<file path="src/rtl/button_debounce_multi_if.sv">
// Button debouncer bundle: tick enable and raw buttons in, debounced level
// and one-cycle strobes out. The master drives the inputs, the slave is the
// debouncer.
interface button_debounce_multi_if #(
    parameter int N_BTN = 4
);
    logic             slow_clk;
    logic [N_BTN-1:0] button_in;
    logic [N_BTN-1:0] level_out;
    logic [N_BTN-1:0] press_pulse;
    logic [N_BTN-1:0] release_pulse;
    logic [N_BTN-1:0] repeat_pulse;

    modport master (
        output slow_clk,
        output button_in,
        input  level_out,
        input  press_pulse,
        input  release_pulse,
        input  repeat_pulse
    );

    modport slave (
        input  slow_clk,
        input  button_in,
        output level_out,
        output press_pulse,
        output release_pulse,
        output repeat_pulse
    );
endinterface

</file>
<file path="src/rtl/button_debounce_multi.sv">
// Multi-channel push-button debouncer: per channel a two-flop synchroniser,
// a tick-counted stability filter, and a hold counter for auto-repeat.
// All outputs are registered; pulses last one regular_clk cycle.
module button_debounce_multi #(
    parameter int N_BTN        = 4,
    parameter int STABLE_TICKS = 4,
    parameter int HOLD_TICKS   = 200,
    parameter int REPEAT_TICKS = 40,
    parameter int REPEAT_EN    = 1
) (
    input logic                        regular_clk,
    input logic                        reset,
    button_debounce_multi_if.slave     bus
);
    localparam int CNT_W  = (STABLE_TICKS > 1) ? $clog2(STABLE_TICKS) : 1;
    localparam int HOLD_W = (HOLD_TICKS > 1) ? $clog2(HOLD_TICKS) : 1;

    localparam logic [CNT_W-1:0]  CNT_MAX     = CNT_W'(STABLE_TICKS - 1);
    localparam logic [HOLD_W-1:0] HOLD_MAX    = HOLD_W'(HOLD_TICKS - 1);
    localparam logic [HOLD_W-1:0] HOLD_RELOAD = HOLD_W'(HOLD_TICKS - REPEAT_TICKS);
    localparam logic              REPEAT_ON   = (REPEAT_EN != 0);

    logic [N_BTN-1:0]  sync_meta;
    logic [N_BTN-1:0]  sync_q;
    logic [N_BTN-1:0]  level_q;
    logic [N_BTN-1:0]  press_q;
    logic [N_BTN-1:0]  release_q;
    logic [N_BTN-1:0]  repeat_q;
    logic [N_BTN-1:0]  accept;
    logic [CNT_W-1:0]  cnt  [N_BTN];
    logic [HOLD_W-1:0] hold [N_BTN];

    // A channel accepts its new value on the tick that completes the stability run
    always_comb begin
        accept = '0;
        for (int unsigned i = 0; i < N_BTN; i++) begin
            accept[i] = bus.slow_clk && (sync_q[i] != level_q[i]) && (cnt[i] == CNT_MAX);
        end
    end

    // Synchroniser, stability filter, hold/repeat counter and registered pulses
    always_ff @(posedge regular_clk or posedge reset) begin
        if (reset) begin
            sync_meta <= '0;
            sync_q    <= '0;
            level_q   <= '0;
            press_q   <= '0;
            release_q <= '0;
            repeat_q  <= '0;
            for (int unsigned i = 0; i < N_BTN; i++) begin
                cnt[i]  <= '0;
                hold[i] <= '0;
            end
        end else begin
            sync_meta <= bus.button_in;
            sync_q    <= sync_meta;
            press_q   <= '0;
            release_q <= '0;
            repeat_q  <= '0;
            for (int unsigned i = 0; i < N_BTN; i++) begin
                if (bus.slow_clk) begin
                    if (sync_q[i] == level_q[i]) begin
                        cnt[i] <= '0;
                    end else if (!accept[i]) begin
                        cnt[i] <= cnt[i] + 1'b1;
                    end else begin
                        cnt[i]       <= '0;
                        level_q[i]   <= sync_q[i];
                        press_q[i]   <= sync_q[i];
                        release_q[i] <= ~sync_q[i];
                    end
                end

                // Reload to HOLD_TICKS-REPEAT_TICKS keeps the counter bounded so
                // a held button repeats indefinitely at the repeat period.
                if (!level_q[i] || accept[i]) begin
                    hold[i] <= '0;
                end else if (bus.slow_clk) begin
                    if (hold[i] == HOLD_MAX) begin
                        repeat_q[i] <= REPEAT_ON;
                        hold[i]     <= HOLD_RELOAD;
                    end else begin
                        hold[i] <= hold[i] + 1'b1;
                    end
                end
            end
        end
    end

    assign bus.level_out     = level_q;
    assign bus.press_pulse   = press_q;
    assign bus.release_pulse = release_q;
    assign bus.repeat_pulse  = repeat_q;
endmodule

</file>
<file path="src/flat_wrapper.sv">
// flat-port wrapper written by rule: the top's interface ports become plain ports
module button_debounce_multi_flat 
#(
    parameter int N_BTN        = 4,
    parameter int STABLE_TICKS = 4,
    parameter int HOLD_TICKS   = 200,
    parameter int REPEAT_TICKS = 40,
    parameter int REPEAT_EN    = 1
)
  (regular_clk, reset, bus_slow_clk, bus_button_in, bus_level_out, bus_press_pulse, bus_release_pulse, bus_repeat_pulse);
  button_debounce_multi_if #(.N_BTN(N_BTN)) bus_i ();
  input logic regular_clk;
  input logic reset;
  input wire logic [$bits(bus_i.slow_clk)-1:0] bus_slow_clk;
  input wire logic [$bits(bus_i.button_in)-1:0] bus_button_in;
  output wire logic [$bits(bus_i.level_out)-1:0] bus_level_out;
  output wire logic [$bits(bus_i.press_pulse)-1:0] bus_press_pulse;
  output wire logic [$bits(bus_i.release_pulse)-1:0] bus_release_pulse;
  output wire logic [$bits(bus_i.repeat_pulse)-1:0] bus_repeat_pulse;
  assign bus_i.slow_clk = bus_slow_clk;
  assign bus_i.button_in = bus_button_in;
  assign bus_level_out = bus_i.level_out;
  assign bus_press_pulse = bus_i.press_pulse;
  assign bus_release_pulse = bus_i.release_pulse;
  assign bus_repeat_pulse = bus_i.repeat_pulse;
  button_debounce_multi #(.N_BTN(N_BTN), .STABLE_TICKS(STABLE_TICKS), .HOLD_TICKS(HOLD_TICKS), .REPEAT_TICKS(REPEAT_TICKS), .REPEAT_EN(REPEAT_EN)) u_core (.regular_clk(regular_clk), .reset(reset), .bus(bus_i));
endmodule
</file>
<file path="config.mk">
export PLATFORM = sky130hd
export DESIGN_NAME = button_debounce_multi_flat
export DESIGN_NICKNAME = d
export VERILOG_FILES = /design/src/rtl/button_debounce_multi_if.sv /design/src/rtl/button_debounce_multi.sv /design/src/flat_wrapper.sv
export SDC_FILE = /design/constraint.sdc
export NUM_CORES = 1
export LEC_CHECK = 0
export ABC_AREA = 1
export BUFFER_PORTS_ARGS = -buffer_cell sky130_fd_sc_hd__buf_2
export CAP_MARGIN = 30
export CORE_ASPECT_RATIO = 0.6
export CORE_MARGIN = 2
export CORE_UTILIZATION = 54
export CTS_BUF_LIST = sky130_fd_sc_hd__clkbuf_8 sky130_fd_sc_hd__clkbuf_16
export DETAILED_ROUTE_END_ITERATION = 10
export PLACE_DENSITY = 0.81
export SYNTH_ARGS = -nofsm -noshare
export SYNTH_HDL_FRONTEND = slang
export SYNTH_SLANG_ARGS = --single-unit
</file>
<file path="constraint.sdc">
create_clock -name regular_clk -period 1.8 [get_ports regular_clk]
set_clock_uncertainty 0.05 [all_clocks]
set_input_delay 0.27 -clock regular_clk [delete_from_list [all_inputs] [get_ports regular_clk]]
set_output_delay 0.27 -clock regular_clk [all_outputs]
set_load 0.005 [all_outputs]
</file>
Yosys cells after proc, flatten, opt, wreduce, memory -nomap -nowiden:

Cells that the tools add are included.

* input bits: 7
* word-level logic and storage cells: 129
* flip-flop bits (word level): 64
* output and inout port bits: 16

* bitwise operators: 8
* reduce and logical (&&, ||, !) cells: 24
* mux-type cells: 56
* equal/unequal tests: 16
* add/subtract/negate cells: 8

Operators by type and width (count)
* 8-bit two-way mux: 12
* 1-bit two-way mux: 36
* 8-bit by 1-bit adder with 8-bit output (second input constant): 4
* 8-bit equality test (second input constant): 4
* 2-bit two-way mux: 8
* 3-bit AND reduction: 4
* 2-bit by 1-bit adder with 2-bit output (second input constant): 4
* 2-bit equality test (second input constant): 4
* 1-bit logical AND: 8
* 1-bit inverter: 8
* 2-bit nonzero test: 4
* 1-bit equality test: 4
* 1-bit zero test: 4
* 1-bit logical OR: 4
* 1-bit != test: 4

Longest topological paths before layout:

Gate-level depths: netlist of run 1.

* word-level depth: 6
* gate-level depth with buffers: 8
* depth with buffers taken out: 8

Least setup slack after synthesis of run 1:

No wires, ideal clock.

* kind: register to register
* start: register u_core.hold[24] (netlist bit)
* end: register u_core.hold[30] (netlist bit)
* path buffers: 0
* arrival: 1.041 ns
* library setup time: 0.117 ns
* clock period less this slack: 1.207 ns
* setup slack: 0.593 ns
* cell stages (with the launch flop): 7
* cell sequence: dfrtp_1 -> ha_1 -> nand3_1 -> o21ai_0 -> nand2_1 -> nand2_1 -> nand2_1

* word-level cells in the longest chain between the ends: 4
* elaborated cells between the ends (all ways): 5
* those cells by class: add/sub (1); eq/ne (1); mux (3)

Ends and longest elaborated chain
* start, declared: line button_debounce_multi.sv:31 `logic [HOLD_W-1:0] hold [N_BTN];`
* start signal, assigned by index: line button_debounce_multi.sv:83 `hold[i] <= hold[i] + 1'b1;`
* 8-bit by 1-bit adder with 8-bit output / 8-bit equality test (equally long branches): line button_debounce_multi.sv:83, button_debounce_multi.sv:79
* 8-bit two-way mux (*): line button_debounce_multi.sv:79 `if (hold[i] == HOLD_MAX) begin`
* 8-bit two-way mux (*): line button_debounce_multi.sv:78 `end else if (bus.slow_clk) begin`
* 8-bit two-way mux (*): line button_debounce_multi.sv:76 `if (!level_q[i] || accept[i]) begin`

Mark *: on every way between the ends. The rest lies on a longest branch, timed or not. The select of a mux whose other input is x is not followed.
A chain may end at the register's enable or synchronous reset.

Worst setup path in the final report of run 1:

* start: register u_core.hold[16] (netlist bit)
* end: register u_core.hold[22] (netlist bit)

Same word-level chain as after synthesis.

==> results.yml, run 1 <==
critical_path:
  path_class: "reg -> reg"
  slowest_stage: "dfrtp_1"
  cp_num_buf_inv: 0
  end_kind: "flop"
  critPathMaxFanout: 7
  crit_family: "flip-flops"
  setup.worst_path.start_class: "flop"
  arrival_ns: 1.67
  max_stage_delay_ns: 0.45
  cp.required_ns: 1.98
  path_common_cell: "nand2_1"
  worstPathCellList: "ha_1 -> nand3_1 -> o21ai_0 -> nand2_1 -> nand2_1 -> nand2_1"
grt:
  use_met3: 0.06250
  grtUsageMet1: 0.2997
  grt-busiest-layer: "met2"
  grt_pass1_wl_mm: 12.19
  track_usage: 0.2213
  antenna_found_initial: 0
  grt_pass1_vias: 2735
  gr-total-overflow: 0
  grt_start_max_net_pins: 49
  use_met2: 0.3558
power_and_ir_drop:
  leakage_nw: 2.135
  p_per_area_nw_per_um2: 1036
  vdd.ir_drop.worst_uv: 714.2
  finalPower_w: 0.003924
drt:
  wire_per_inst_um: 12.25
  vias: 2933
  drtAntennaViolNets: 0
  drc: 0
  totalWireLength_mm: 6.931
  drtPass1Iterations: 5
  first_iter_violations: 181
  via_per_inst: 5.182
cells_and_area:
  nNetsFinal: 494
  mostFrequentLayoutCells: "nand2_1 (149), inv_1 (72), dfrtp_1 (64)"
  seq_area_um2: 1602
  final_cells: 566
  fin_util: 0.6228
  drive_gt1_frac: 0.1058
  syn_to_final_growth_pct: 12.07
  multi_input_area_um2: 1413
  final_common_cell: "nand2_1"
  fill_cells: 524
  antenna_cells: 0
yosys:
  synth_simple_gate_area_share: 0.3327
  synth_compound_area_frac: 0.04774
  syn_avg_cell_area_um2: 7.496
  yosys-mux-area-fraction: 0
  synth_top_family_by_area: "simple AND/OR/NAND/NOR gates"
  yosys.area_share.adder: 0.02961
  synthCells: 451
  ys_seq_area_frac: 0.4737
  yosysWarnings: 0
  netlist_area_um2: 3381
  syn-num-nets: 466
  synth_seq_cells: 64
  synthDistinctLibCells: 24
  synth_xor_area_frac: 0.007772
floorplan:
  rows: 22
  initial_utilization: 0.5557
  core_area_um2: 6083
  die_h_um: 65.29
  die_area_um2: 6931
  die_x_um: 106.2
  io_pins: 23
placement:
  gp_congestion: 0.8938
  place_hpwl_mm: 4.912
  dp.cells: 547
  io_buffers: 22
run:
  maxCapViolCount: 0
sta:
  hold_viol: 0
  hold_slack_ns: 0.3008
  min_period_over_period: 0.8323
  period_needed_ns: 1.498
  rsz0062_at_grt: "no"
  final-max-slew-violation-count: 0
  tightest_slew_ns: 0.4205
  setup-tns-final_ns: 0
  slew_headroom: 0.7197
  max_freq_mhz: 667.5
  setup_violations: 0
clock_tree:
  cts_root_buf: "clkbuf_8"
  htree_levels: 3
  cts_tree: "yes"
  cts_buffers: 9
  clkTransAtPathRegs_ns: 0.07
  clk_path_buf_depth: 2
  cts-resized-gates: 0
  clock_latency_ns: 0.33
  ctsHoldBuffers: 5
  cts_setup_buffers: 0
  cts_sinks: 64
worst_hold_path:
  hold_path.class: "reg -> reg"
outcome:
  outcome: "completed"
## power by group
group          internal (W)  switching (W)
clock network      0.000588       0.000510
registers           0.00166       0.000312
logic              0.000327       0.000530
total               0.00257        0.00135
## layout make-up
class / count / share of cell area
sequential: 64 / 0.4227
inverter: 76 / 0.07629
clock inverter: 2 / 0.001982
timing repair buffer: 30 / 0.05482
tap: 84 / 0.02774
multi-input combinational: 298 / 0.3729
clock buffer: 12 / 0.04359
## synthesized netlist by cell type, drive strengths merged
cell type	instances	area (um^2)
nand4	15	93.84
o21ai	10	50.05
a22o	1	8.760
nand3b	4	30.03
nor3	4	20.02
nor2	39	156.4
o211ai	4	45.05
ha	8	100.1
clkinv	1	3.750
nand3	53	265.3
nand2	149	559.3
dfrtp	64	1602
a21oi	4	20.02
buf	13	81.33
a31oi	4	37.53
xor2	3	26.28
inv	75	281.5
## flip-flops by register name, summed over array words and instances (netlist names)
signal / count
u_core.bus.repeat_pulse: 4
u_core.bus.level_out: 4
u_core.sync_q: 4
u_core.bus.press_pulse: 4
u_core.hold: 32
u_core.sync_meta: 4
u_core.cnt: 8
u_core.bus.release_pulse: 4
## worst paths after layout
kind	endpoint	slack [ns]	cells after the start	from
min in group asynchronous	u_core.bus.release_pulse[2]$_DFF_PP0_	0.41	3	reset
worst min register to register	u_core.sync_q[1]$_DFF_PP0_	0.30	0	u_core.sync_meta[1]$_DFF_PP0_
max in group asynchronous	u_core.hold[26]$_DFFE_PP0P_	0.72	4	reset
worst max-delay path	u_core.hold[22]$_DFFE_PP0P_	0.30	6	u_core.hold[16]$_DFFE_PP0P_
worst max register to register	u_core.hold[22]$_DFFE_PP0P_	0.30	6	u_core.hold[16]$_DFFE_PP0P_
worst min-delay path	u_core.sync_q[1]$_DFF_PP0_	0.30	0	u_core.sync_meta[1]$_DFF_PP0_
## kinds of logic after synthesis
logic type / after synthesis
XOR/XNOR: 3
adder cells (fa/ha/maj): 8
flip-flops: 64
AND/OR/NAND/NOR: 264
AO/OA/AOI/OAI: 23
buffers and inverters: 89
## worst reg2reg max path: stages (launching register included)
cell,delay (ns)
dfrtp_1,0.45
ha_1,0.30
nand3_1,0.16
o21ai_0,0.22
nand2_1,0.10
nand2_1,0.07
nand2_1,0.04
## routing by layer
metal | wire length (um) | vias up
met1 | 3336 | 1351
met4 | 46 | 0
li1 | - | 1466
met3 | 491 | 7
met2 | 3056 | 109
met5 | 0 | -
## per-stage QoR
step | cell area [um^2] | worst slack (ns)
global route | 3789 | 0.2060
detailed placement | 3566 | 0.3346
CTS | 3789 | 0.3566
finish | 3789 | 0.3019
global placement | 3566 | 0.4450
floorplan | 3385 | 0.5925
Note: power is estimated with default switching activity, not from simulation.
==> inputs of run 2 (changes only) <==
--- a/config.mk
+++ b/config.mk
@@ -10,10 +10,10 @@
 export CAP_MARGIN = 30
 export CORE_ASPECT_RATIO = 0.6
 export CORE_MARGIN = 2
-export CORE_UTILIZATION = 54
+export CORE_UTILIZATION = 60
 export CTS_BUF_LIST = sky130_fd_sc_hd__clkbuf_8 sky130_fd_sc_hd__clkbuf_16
 export DETAILED_ROUTE_END_ITERATION = 10
-export PLACE_DENSITY = 0.81
+export PLACE_DENSITY = 0.85
 export SYNTH_ARGS = -nofsm -noshare
 export SYNTH_HDL_FRONTEND = slang
 export SYNTH_SLANG_ARGS = --single-unit
==> constraint.sdc (replaced) <==
create_clock -name regular_clk -period 1.5 [get_ports regular_clk]
set_clock_uncertainty 0.05 [all_clocks]
set_input_delay 0.225 -clock regular_clk [delete_from_list [all_inputs] [get_ports regular_clk]]
set_output_delay 0.225 -clock regular_clk [all_outputs]
set_load 0.005 [all_outputs]
==> results.yml, run 2 (synthesized netlist as in run 1, its figures left out) <==
sta:
  tightest_slew_ns: 0.4024
  slew_headroom: 0.7305
  rsz0062_at_grt: "no"
  period_needed_ns: 1.370
  final-max-slew-violation-count: 0
  max_freq_mhz: 730.0
  hold_viol: 0
  setup-tns-final_ns: 0
  min_period_over_period: 0.9133
  hold_slack_ns: 0.1732
  setup_violations: 0
floorplan:
  die_h_um: 62.15
  rows: 21
  initial_utilization: 0.6127
  core_area_um2: 5518
  die_x_um: 100.9
  die_area_um2: 6271
  io_pins: 23
run:
  maxCapViolCount: 0
critical_path:
  arrival_ns: 1.56
  end_kind: "flop"
  setup.worst_path.start_class: "flop"
  r2r_start: "u_core.hold[24]$_DFFE_PP0P_"
  crit_start: "u_core.hold[24]$_DFFE_PP0P_"
  critPathMaxFanout: 7
  path_class: "reg -> reg"
  cp.required_ns: 1.69
drt:
  wire_per_inst_um: 12.48
  first_iter_violations: 173
  totalWireLength_mm: 6.925
  drtPass1Iterations: 5
  via_per_inst: 5.261
  drc: 0
  vias: 2920
  drtAntennaViolNets: 0
grt:
  grt_start_max_net_pins: 65
  gr-total-overflow: 0
  grt-busiest-layer: "met2"
  grt_pass1_vias: 2732
  track_usage: 0.2482
  use_met2: 0.3683
  antenna_found_initial: 0
  grtUsageMet1: 0.3545
  grt_pass1_wl_mm: 12.25
  use_met3: 0.07658
cells_and_area:
  largest_register_ffs: 32
  fill_cells: 440
  final_cells: 555
  syn_to_final_growth_pct: 12.69
  max_flop_register: "u_core.hold"
  mostFrequentLayoutCells: "nand2_1 (149), inv_1 (71), dfrtp_1 (64)"
  top_regs: "u_core.hold: 32 flops, u_core.cnt: 8 flops"
  nNetsFinal: 496
  final_common_cell: "nand2_1"
  drive_gt1_frac: 0.1152
  antenna_cells: 0
power_and_ir_drop:
  p_per_area_nw_per_um2: 1287
  finalPower_w: 0.004903
  leakage_nw: 2.140
  vdd.ir_drop.worst_uv: 703.9
clock_tree:
  htree_levels: 3
  cts_root_buf: "clkbuf_8"
  clkTransAtPathRegs_ns: 0.08
  clock_latency_ns: 0.35
  cts_setup_buffers: 0
  cts_tree: "yes"
  ctsHoldBuffers: 5
  cts-resized-gates: 0
  cts_buffers: 9
  cts_sinks: 64
  clk_path_buf_depth: 2
placement:
  io_buffers: 22
  place_hpwl_mm: 4.748
  dp.cells: 534
  gp_congestion: 0.8868
worst_hold_path:
  hold_path.class: "in -> reg"
  worstHoldStart: "bus_slow_clk"
outcome:
  outcome: "completed"
run 2: path summary, 6_finish.rpt:
| check | end | slack (ns) | depth (start not counted) |
|---|---|---|---|
| setup / recovery | u_core.hold[30]$_DFFE_PP0P_ | 0.13 | 6 |
| hold reg to reg | u_core.sync_q[0]$_DFF_PP0_ | 0.29 | 0 |
| setup reg to reg | u_core.hold[30]$_DFFE_PP0P_ | 0.13 | 6 |
| max in group asynchronous | u_core.sync_q[3]$_DFF_PP0_ | 0.66 | 4 |
| hold / removal | u_core.hold[4]$_DFFE_PP0P_ | 0.17 | 3 |
| min in group asynchronous | u_core.bus.press_pulse[2]$_DFF_PP0_ | 0.47 | 4 |
run 2: layout make-up:
cell class              count  area [um^2]  share of cell area
repair buffers             32        222.7             0.05846
inverters                  76        289.0             0.07586
clock buffers               9        123.9             0.03251
well taps                  69        86.33             0.02266
flip-flops and latches     64         1602              0.4204
clock inverters             7        73.82             0.01938
multi-input cells         298         1413              0.3708
run 2: per-stage QoR:
stage          cell area (um^2)    util  setup slack [ns]
2_1_floorplan              3385       -            0.2925
3_3_place_gp               3562  0.6456            0.2080
3_5_place_dp               3562  0.6456            0.1458
4_1_cts                    3810  0.6905            0.1121
5_1_grt                    3810  0.6905          0.002962
6_report                   3810  0.6905            0.1301
run 2: routing by layer:
metal	vias to the layer above	routed length (um)
met4	0	75
met3	7	479
met2	90	3124
met1	1350	3245
met5	-	0
li1	1473	-
run 2: power by group:
part	leakage [nW]	switching [W]	internal, W	total, W
clock network	0.0928	0.000710	0.000765	0.00148
logic	1.20	0.000702	0.000427	0.00113
registers	0.848	0.000311	0.00199	0.00230
total	2.14	0.00172	0.00318	0.00490
run 2: worst max-delay path, stage by stage (launching register included):
cell and delay (ns):
dfrtp_1 0.45, ha_1 0.27, nand3_1 0.14, o21ai_0 0.18, nand2_1 0.07, nand2_1 0.05, nand2_1 0.04
